**src/rtl/rv_branch_pkg.sv**
```systemverilog
`default_nettype none
// ============================================================================
// Module      : rv_branch_pkg
// Description : Shared encodings for the branch resolve unit.
//               Includes the branch opcode, the RV32I branch funct3 codes,
//               the BHT 2-bit counter states and the counter update rule.
// Revision    : 1.0 - initial release
// ============================================================================
package rv_branch_pkg;

  localparam logic [6:0] OP_BRANCH = 7'b1100011;

  typedef enum logic [2:0] {
    BEQ  = 3'd0,
    BNE  = 3'd1,
    BLT  = 3'd4,
    BGE  = 3'd5,
    BLTU = 3'd6,
    BGEU = 3'd7
  } br_funct3_e;

  typedef enum logic [1:0] {
    SNT = 2'b00,
    WNT = 2'b01,
    WT  = 2'b10,
    ST  = 2'b11
  } bht_state_e;

  // Saturating 2-bit counter step: toward ST on taken, toward SNT otherwise.
  function automatic bht_state_e bht_next(input bht_state_e state, input logic taken);
    bht_state_e nxt;
    case (state)
      SNT:     nxt = taken ? WNT : SNT;
      WNT:     nxt = taken ? WT  : SNT;
      WT:      nxt = taken ? ST  : WNT;
      ST:      nxt = taken ? ST  : WT;
      default: nxt = WNT;
    endcase
    return nxt;
  endfunction

endpackage
`default_nettype wire

```
**src/rtl/branch_resolve_unit_bht.sv**
```systemverilog
`default_nettype none
// ============================================================================
// Module      : bht_table
// Description : Branch history table of 2-bit saturating counters.
//               It has one combinational read port and one synchronous
//               read-modify-write update port. Reset puts every entry in WNT.
// Revision    : 1.0 - initial release
// ============================================================================
module bht_table
  import rv_branch_pkg::*;
#(
  parameter int BHT_ENTRIES = 64,
  parameter int IDX_W       = $clog2(BHT_ENTRIES)
) (
  input  logic             clk,
  input  logic             reset,
  input  logic [IDX_W-1:0] rd_idx,
  output bht_state_e       rd_state,
  input  logic             wr_en,
  input  logic [IDX_W-1:0] wr_idx,
  input  logic             wr_taken
);

  bht_state_e r_tbl [BHT_ENTRIES];

  // Read returns the stored value, so a same-cycle update is not yet visible.
  assign rd_state = r_tbl[rd_idx];

  // Reset all counters to weakly-not-taken; otherwise step the addressed one.
  always_ff @(posedge clk) begin
    if (reset) begin
      for (int i = 0; i < BHT_ENTRIES; i++) begin
        r_tbl[i] <= WNT;
      end
    end else if (wr_en) begin
      r_tbl[wr_idx] <= bht_next(r_tbl[wr_idx], wr_taken);
    end
  end

endmodule
`default_nettype wire

```
**src/rtl/branch_resolve_unit.sv**
```systemverilog
`default_nettype none
// ============================================================================
// Module      : branch_resolve_unit
// Description : Resolves RV32I conditional branches and computes the
//               next-instruction address. Results are registered with one
//               cycle of latency. The unit updates the BHT and keeps
//               saturating branch and mispredict counters.
// Revision    : 1.0 - initial release
// ============================================================================
module branch_resolve_unit
  import rv_branch_pkg::*;
#(
  parameter int XLEN        = 32,
  parameter int BHT_ENTRIES = 64,
  parameter int CNT_W       = 16
) (
  input  logic             clk,
  input  logic             reset,
  input  logic [XLEN-1:0]  lk_pc,
  output logic             lk_taken,
  input  logic             in_valid,
  input  logic [6:0]       opcode,
  input  logic [2:0]       funct3,
  input  logic [12:0]      imm,
  input  logic [XLEN-1:0]  in1,
  input  logic [XLEN-1:0]  in2,
  input  logic [XLEN-1:0]  pc,
  input  logic             pred_taken,
  output logic             out_valid,
  output logic [XLEN-1:0]  iaddr,
  output logic             taken,
  output logic             mispredict,
  input  logic             clear_stats,
  output logic [CNT_W-1:0] br_count,
  output logic [CNT_W-1:0] mp_count
);

  localparam int IDX_W = $clog2(BHT_ENTRIES);

  logic            w_is_branch;
  logic            w_taken;
  logic            w_mispredict;
  logic            w_update;
  logic [XLEN-1:0] w_imm_sext;
  logic [XLEN-1:0] w_iaddr;
  bht_state_e      w_lk_state;

  logic [XLEN-1:0]  r_iaddr;
  logic             r_valid;
  logic             r_taken;
  logic             r_mispredict;
  logic [CNT_W-1:0] r_br_cnt;
  logic [CNT_W-1:0] r_mp_cnt;

  // Address bits outside the BHT index and the immediate LSB are unused.
  logic w_unused_bits;
  assign w_unused_bits = ^{lk_pc[XLEN-1:IDX_W+2], lk_pc[1:0],
                           pc[XLEN-1:IDX_W+2], pc[1:0], imm[0]};

  // Branch recognition: funct3 codes 2 and 3 are not branches.
  assign w_is_branch = (opcode == OP_BRANCH) && (funct3 != 3'd2) && (funct3 != 3'd3);

  // Evaluate the branch condition; illegal encodings never count as taken.
  always_comb begin
    w_taken = 1'b0;
    if (w_is_branch) begin
      case (funct3)
        BEQ:     w_taken = (in1 == in2);
        BNE:     w_taken = (in1 != in2);
        BLT:     w_taken = ($signed(in1) <  $signed(in2));
        BGE:     w_taken = ($signed(in1) >= $signed(in2));
        BLTU:    w_taken = (in1 <  in2);
        BGEU:    w_taken = (in1 >= in2);
        default: w_taken = 1'b0;
      endcase
    end
  end

  assign w_imm_sext   = {{(XLEN-13){imm[12]}}, imm[12:1], 1'b0};
  assign w_iaddr      = w_taken ? (pc + w_imm_sext) : (pc + XLEN'(4));
  assign w_mispredict = w_is_branch && (w_taken != pred_taken);
  assign w_update     = in_valid && w_is_branch;

  bht_table #(
    .BHT_ENTRIES (BHT_ENTRIES),
    .IDX_W       (IDX_W)
  ) u_bht (
    .clk      (clk),
    .reset    (reset),
    .rd_idx   (lk_pc[IDX_W+1:2]),
    .rd_state (w_lk_state),
    .wr_en    (w_update),
    .wr_idx   (pc[IDX_W+1:2]),
    .wr_taken (w_taken)
  );

  assign lk_taken = w_lk_state[1];

  // Result register: valid pulses for one cycle, data holds when idle.
  always_ff @(posedge clk) begin
    if (reset) begin
      r_valid      <= 1'b0;
      r_iaddr      <= '0;
      r_taken      <= 1'b0;
      r_mispredict <= 1'b0;
    end else begin
      r_valid <= in_valid;
      if (in_valid) begin
        r_iaddr      <= w_iaddr;
        r_taken      <= w_taken;
        r_mispredict <= w_mispredict;
      end
    end
  end

  // Saturating performance counters; clear_stats beats a same-cycle increment.
  always_ff @(posedge clk) begin
    if (reset || clear_stats) begin
      r_br_cnt <= '0;
      r_mp_cnt <= '0;
    end else if (w_update) begin
      if (!(&r_br_cnt)) begin
        r_br_cnt <= r_br_cnt + CNT_W'(1);
      end
      if (w_mispredict && !(&r_mp_cnt)) begin
        r_mp_cnt <= r_mp_cnt + CNT_W'(1);
      end
    end
  end

  assign out_valid  = r_valid;
  assign iaddr      = r_iaddr;
  assign taken      = r_taken;
  assign mispredict = r_mispredict;
  assign br_count   = r_br_cnt;
  assign mp_count   = r_mp_cnt;

endmodule
`default_nettype wire
```
**config.mk**
```make
export PLATFORM = sky130hd
export DESIGN_NAME = branch_resolve_unit
export DESIGN_NICKNAME = d
export VERILOG_FILES = /design/src/rtl/rv_branch_pkg.sv /design/src/rtl/branch_resolve_unit_bht.sv /design/src/rtl/branch_resolve_unit.sv
export SDC_FILE = /design/constraint.sdc
export NUM_CORES = 1
export LEC_CHECK = 0
export CORE_MARGIN = 5
export CORE_UTILIZATION = 49
export DETAILED_ROUTE_END_ITERATION = 8
export GPL_TIMING_DRIVEN = 1
export MAX_ROUTING_LAYER = met4
export PLACE_DENSITY = 0.86
export SETUP_SLACK_MARGIN = 0.4
export SLEW_MARGIN = 25
export SYNTH_ARGS = -nofsm -noshare
export SYNTH_HDL_FRONTEND = slang
export SYNTH_SLANG_ARGS = --single-unit
export TNS_END_PERCENT = 10
```
**constraint.sdc**
```tcl
create_clock -name clk -period 4.07 [get_ports clk]
set_input_delay 0.814 -clock clk [delete_from_list [all_inputs] [get_ports clk]]
set_output_delay 0.814 -clock clk [all_outputs]
set_load 0.01 [all_outputs]
```
After elaboration in Yosys (flattened, before gate mapping)
Memory sizes are Yosys's and may differ from the RTL's.
Index checks and enable logic that the tools add are counted.
Word-level totals
  register bits after elaboration: 67
  memory bits (writable): 128
  bits of input ports: 156
  output and inout port bits: 68
  logic and storage cells: 62
  memories: 1
Memories
  u_bht.r_tbl: depth 64, bits a word 2, read ports 2, clocked after Yosys merged registers in 0, wr ports 64, line branch_resolve_unit_bht.sv:24  | bht_state_e r_tbl [BHT_ENTRIES];
Operators by class
  add/sub/neg operators: 4
  $lt $le $gt $ge: 4
  equality and inequality tests: 14
  muxes and demuxes: 18
  bitwise logic cells: 1
  reductions and logical operators: 14
Operator list (count)
  32-bit greater-or-equal comparator: 2
  32-bit less-than comparator: 2
  16-bit by 1-bit adder with 16-bit output, second input constant: 2
  32-bit by 3-bit adder with 32-bit output, second input constant: 1
  32-bit adder: 1
  32-bit equality test: 1
  32-bit 2-to-1 mux: 1
  32-bit inequality test: 1
  16-bit AND reduction: 2
  3-bit equality test, second input constant: 4
  2-bit 2-to-1 mux: 5
  1-bit 2-to-1 mux: 9
  2-bit one-hot mux with 4 select lines: 1
  7-bit equality test, second input constant: 1
  6-bit 2-to-1 mux: 1
  3-bit by 2-bit inequality test with 1-bit output, second input constant: 2
  1-bit one-hot mux with 6 select lines: 1
  1-bit logical AND: 5
  2-bit equality test, second input constant: 2
  2-bit AND reduction: 2
  3-bit by 1-bit equality test with 1-bit output, second input constant: 1
  3-bit logical NOT: 1
  2-bit by 1-bit equality test with 1-bit output, second input constant: 1
  2-bit logical NOT: 1
  other kinds (5): 5

Longest topological paths before layout
  depth after elaboration: 9
  gate-level depth with buffers: 14
  gate-level depth less buffers: 13

By module
A second synthesis with hierarchy kept.
Unflattened totals
  cells, all modules: 1432
  area total of the unflattened synthesis: 13789.5 µm²
Modules (own cells, without submodules)
  bht_table: instances 1, cells each 672, area an instance 7848.8 µm², seq. area each 3843.7 µm²
  branch_resolve_unit: instances 1, cells each 760, area an instance 5940.7 µm², seq. area each 1341.3 µm²

Worst setup path before layout
OpenSTA, ideal clock, no wires.
  path kind: input to output
  start: input port lk_pc[2]
  end: output port lk_taken
  arrival: 3.254 ns
  path slack: 0.002 ns
  cell stages on the path: 5
  path through: clkbuf_1 buf_1 mux4_2 mux4_2 mux4_2
Between the ends
  word-level cells in the longest chain between the ends: 1
Ends and longest elaborated chain
  start, declared: line branch_resolve_unit.sv:19  | input logic [XLEN-1:0] lk_pc,
  memory read 64 x 2 bit
  end, declared: line branch_resolve_unit.sv:20  | output logic lk_taken,
No other way between the ends.

Worst setup path after layout
  start: input port lk_pc[4]
  end: output port lk_taken
The elaborated chain is that of the path after synthesis.

==> results_dict.tcl <==
set metrics [dict create \
    outcome "complete, no violations" \
    synthesized_netlist_cell_count 1331 \
    drive_above_1_share 0.190 \
    cp_data_required_time_ns 3.26 \
    layout_commonest_cell "sky130_fd_sc_hd__clkdlybuf4s50_1" \
    place.port_buffers 196 \
    synth_largest_type_area_fraction 0.303 \
    totalNegativeSetupSlack_ns 0 \
    synth_enable_flop_cells 128 \
    placed_instances 1885 \
    r2r_start "u_bht.r_tbl[4][0]" \
    peakVddDrop_uv 297 \
    category_of_the_worst_setup_path_capture_point "output port" \
    grt_first_pass_wirelength_um 62500 \
    final_net_count 1805 \
    antenna_violating_nets_post_route 0 \
    setup.worst_path.start_class "primary input" \
    ys_seq_area_frac 0.408 \
    hold_viol 0 \
    initial_core_util 0.493 \
    clockBufferDepth 2 \
    cts-root-buf "sky130_fd_sc_hd__clkbuf_16" \
    finalNonFillerCells 1932 \
    worst-setup-path-type "primary input to output port" \
    power_per_cell_area_nw_per_um2 294 \
    clock_skew_ns 0.0204 \
    tritoncts "built" \
    power_leakage_nw 6.74 \
    setup_repair_after_global_routing_missed_its_margin "yes" \
    number_of_setup_violations_in_the_final_report 0 \
    synth_area_leaders "sky130_fd_sc_hd__edfxtp_1, sky130_fd_sc_hd__dfxtp_1, sky130_fd_sc_hd__ha_1" \
    place_worst_setup_slack_ns -0.314 \
    mapped_avg_cell_area_um2 9.55 \
    netlist-cell-type-count 69 \
    report.power.total_w 0.00505 \
    grt_pass1_vias 11896 \
    synth-simple-area-share 0.197 \
    post_synth_fa_ha_maj_area_fraction 0.0674 \
    cts.reportedPaths.clkPinSlew_ns 0.08 \
    die_height_um 171 \
    tightest_slew_ns 0.854 \
    mostFrequentLayoutCells "sky130_fd_sc_hd__clkdlybuf4s50_1, sky130_fd_sc_hd__edfxtp_1, sky130_fd_sc_hd__buf_4" \
    synth_area_leader "sky130_fd_sc_hd__edfxtp_1" \
    place.detailed.hpwl_um 28300 \
    worstPathCellList "clkdlybuf4s50_1 -> mux4_2 -> mux4_2 -> dlygate4sd2_1" \
    yosys.area_share.xor_xnor 0.0489 \
    hold_crit_path_type "flip-flop to flip-flop" \
    cts_num_sinks 195 \
    maxCapViolCount 0 \
    timing.critical_path.mode_cell "sky130_fd_sc_hd__mux4_2" \
    cp_data_arrival_time_ns 2.96 \
    detail_route.wl_per_cell_um 22.2 \
    critPathMaxFanout 4 \
    vias 12463 \
    hold_path_startpoint "iaddr[23]" \
    rows 59 \
    floorplan.die_area_um2 29300 \
    worst_slew_margin_rel 0.431 \
    cts.htree.levels 4 \
    io-pin-count 224 \
    synth-main-ff-cell "sky130_fd_sc_hd__edfxtp_1" \
    tritoncts.num_buffers 17 \
    area_fraction_in_compound_gates_after_synthesis 0.169 \
    cts_hold_repair.buffers 0 \
    critPathBufInv 2 \
    die_width_um 171 \
    initialDrtViolationCount 1220 \
    slowest_stage "sky130_fd_sc_hd__clkdlybuf4s50_1" \
    yosys-mux-area-fraction 0.0549 \
    final_util 0.667 \
    layout-area-overhead-vs-synth_pct 35.3 \
    drt-vias-per-instance 6.45 \
    synth-seq-cells 195 \
    kind_of_cell_adding_the_most_delay_to_the_critical_path "multiplexers" \
    drv_slew 0 \
    synth_fp_nets 1553 \
    syn-cell-area_um2 12700 \
    finalWeightedCongestion 0.951 \
    detail_route.drc_violations 0 \
    fin_crit_ns 3.77 \
    core_area_um2 25800 \
    synth-async-reset-ratio 0 \
    maxClockFrequency_ghz 0.265 \
    grt_remaining_overflow 0 \
    grt_max_degree 105 \
    firstDrtPassIters 6 \
    drt-total-wl_um 42900 \
    synthesis.yosys.warnings 0 \
    clkLatencyLatePin_ns 0.44 \
    critical_path.max_stage_delay_ns 0.77 \
    initial_antenna_violation_count 1 \
    synth_top_family_by_area "simple AND/OR/NAND/NOR gates" \
    layout_setup_ws_ns 0.297 \
    ratio_of_final_minimum_period_to_clock_period 0.927 \
    gr-usage-all-layers 0.278 \
    worst_setup_path_startpoint "lk_pc[4]" \
]
-- worst register-to-register path, cell delays in order (launching register included) --
cell                       delay (ns)
sky130_fd_sc_hd__edfxtp_1        0.37
sky130_fd_sc_hd__a22o_1          0.24
sky130_fd_sc_hd__a221oi_1        0.25
sky130_fd_sc_hd__a31oi_1         0.14
sky130_fd_sc_hd__or4_1           0.65
sky130_fd_sc_hd__nor4_4          0.25
sky130_fd_sc_hd__inv_1           0.09
sky130_fd_sc_hd__maj3_4          0.41
sky130_fd_sc_hd__buf_12          0.20
sky130_fd_sc_hd__nand3_1         0.15
-- routing by layer --
metal  vias to the layer above  wire length (µm)  GRT usage
met5                         -                 0          -
li1                       5490                 -          -
met1                      5834             15200      0.335
met2                       903             20500      0.452
met3                       236              4490     0.0534
met4                         0              2650      0.127
-- through the flow --
stage                     hold WS, ns  area, µm²
after CTS                       0.478      16400
after detailed placement        0.457      15600
final                           0.476      17200
after global routing            0.491      17200
after global placement          0.452      15600
after floorplan                 0.486      12700
-- layout make-up --
type	count	area, µm²
well taps	335	419
multi-input cells	991	7360
flip-flops and latches	195	5180
diodes	1	2.50
fillers	1825	8570
inverters	52	196
clock buffers	17	425
clock inverters	15	195
repair buffers	326	3410
-- repair_timing --
| item | CTS | global route |
|---|---|---|
| buffers inserted | 0 | 6 |
| setup endpoints to repair | 176 | 176 |
| resized for setup | 29 | 137 |
| pin swaps | 8 | 20 |
| gates cloned | 2 | 6 |
-- synthesized netlist by cell type, types with 5 or more instances --
cell type                  instances
sky130_fd_sc_hd__xnor2_1          33
sky130_fd_sc_hd__buf_1             7
sky130_fd_sc_hd__and2_1            6
sky130_fd_sc_hd__dfxtp_1          67
sky130_fd_sc_hd__o31ai_1           6
sky130_fd_sc_hd__clkbuf_1         61
sky130_fd_sc_hd__and4_1            8
sky130_fd_sc_hd__xor2_1           38
sky130_fd_sc_hd__buf_2             6
sky130_fd_sc_hd__nand4_1          24
sky130_fd_sc_hd__mux4_2           21
sky130_fd_sc_hd__a22o_1           10
sky130_fd_sc_hd__inv_1            51
sky130_fd_sc_hd__nand2_1         101
sky130_fd_sc_hd__ha_1             65
sky130_fd_sc_hd__nor3_1           66
sky130_fd_sc_hd__o211ai_1         18
sky130_fd_sc_hd__or3_1            14
sky130_fd_sc_hd__a21o_1           68
sky130_fd_sc_hd__a221oi_1          9
sky130_fd_sc_hd__and3_1           15
sky130_fd_sc_hd__nand3_1          90
sky130_fd_sc_hd__a21oi_1          74
sky130_fd_sc_hd__edfxtp_1        128
sky130_fd_sc_hd__nor3b_1           5
sky130_fd_sc_hd__o21ai_0          26
sky130_fd_sc_hd__nor2_1           89
sky130_fd_sc_hd__buf_6            16
sky130_fd_sc_hd__a31oi_1          15
sky130_fd_sc_hd__nor2b_1           5
sky130_fd_sc_hd__or2_2            14
sky130_fd_sc_hd__or4_1             8
sky130_fd_sc_hd__mux2i_1          20
sky130_fd_sc_hd__a22oi_1          46
sky130_fd_sc_hd__nand2b_1         25
sky130_fd_sc_hd__a211oi_1         12
-- cell families after synthesis --
group	after synthesis
fa+ha+maj	68
compound gates	317
simple gates	492
xor+xnor	71
mux	43
flops	195
buf+inv	145
-- path summary, 6_finish.rpt --
| path | to | slack (ns) | cells past startpoint |
|---|---|---|---|
| worst max-delay path | lk_taken | 0.30 | 4 |
| worst min-delay path | iaddr[23] | 0.48 | 2 |
| worst max register to register | u_bht.r_tbl[57][0] | 1.17 | 9 |
| worst min register to register | iaddr[23] | 0.48 | 2 |
-- where the power goes --
part	switching, W	total (W)	internal [W]
registers	0.0000306	0.00217	0.00214
logic	0.000589	0.00114	0.000553
clock network	0.000890	0.00173	0.000844
total	0.00151	0.00505	0.00354
-- sequential cells by signal (all words and copies together) (netlist names) --
signal and flops:
mispredict 1, u_bht.r_tbl 128, iaddr 32, mp_count 16, out_valid 1, taken 1, br_count 16
Note: power is estimated with default switching activity, not from simulation.
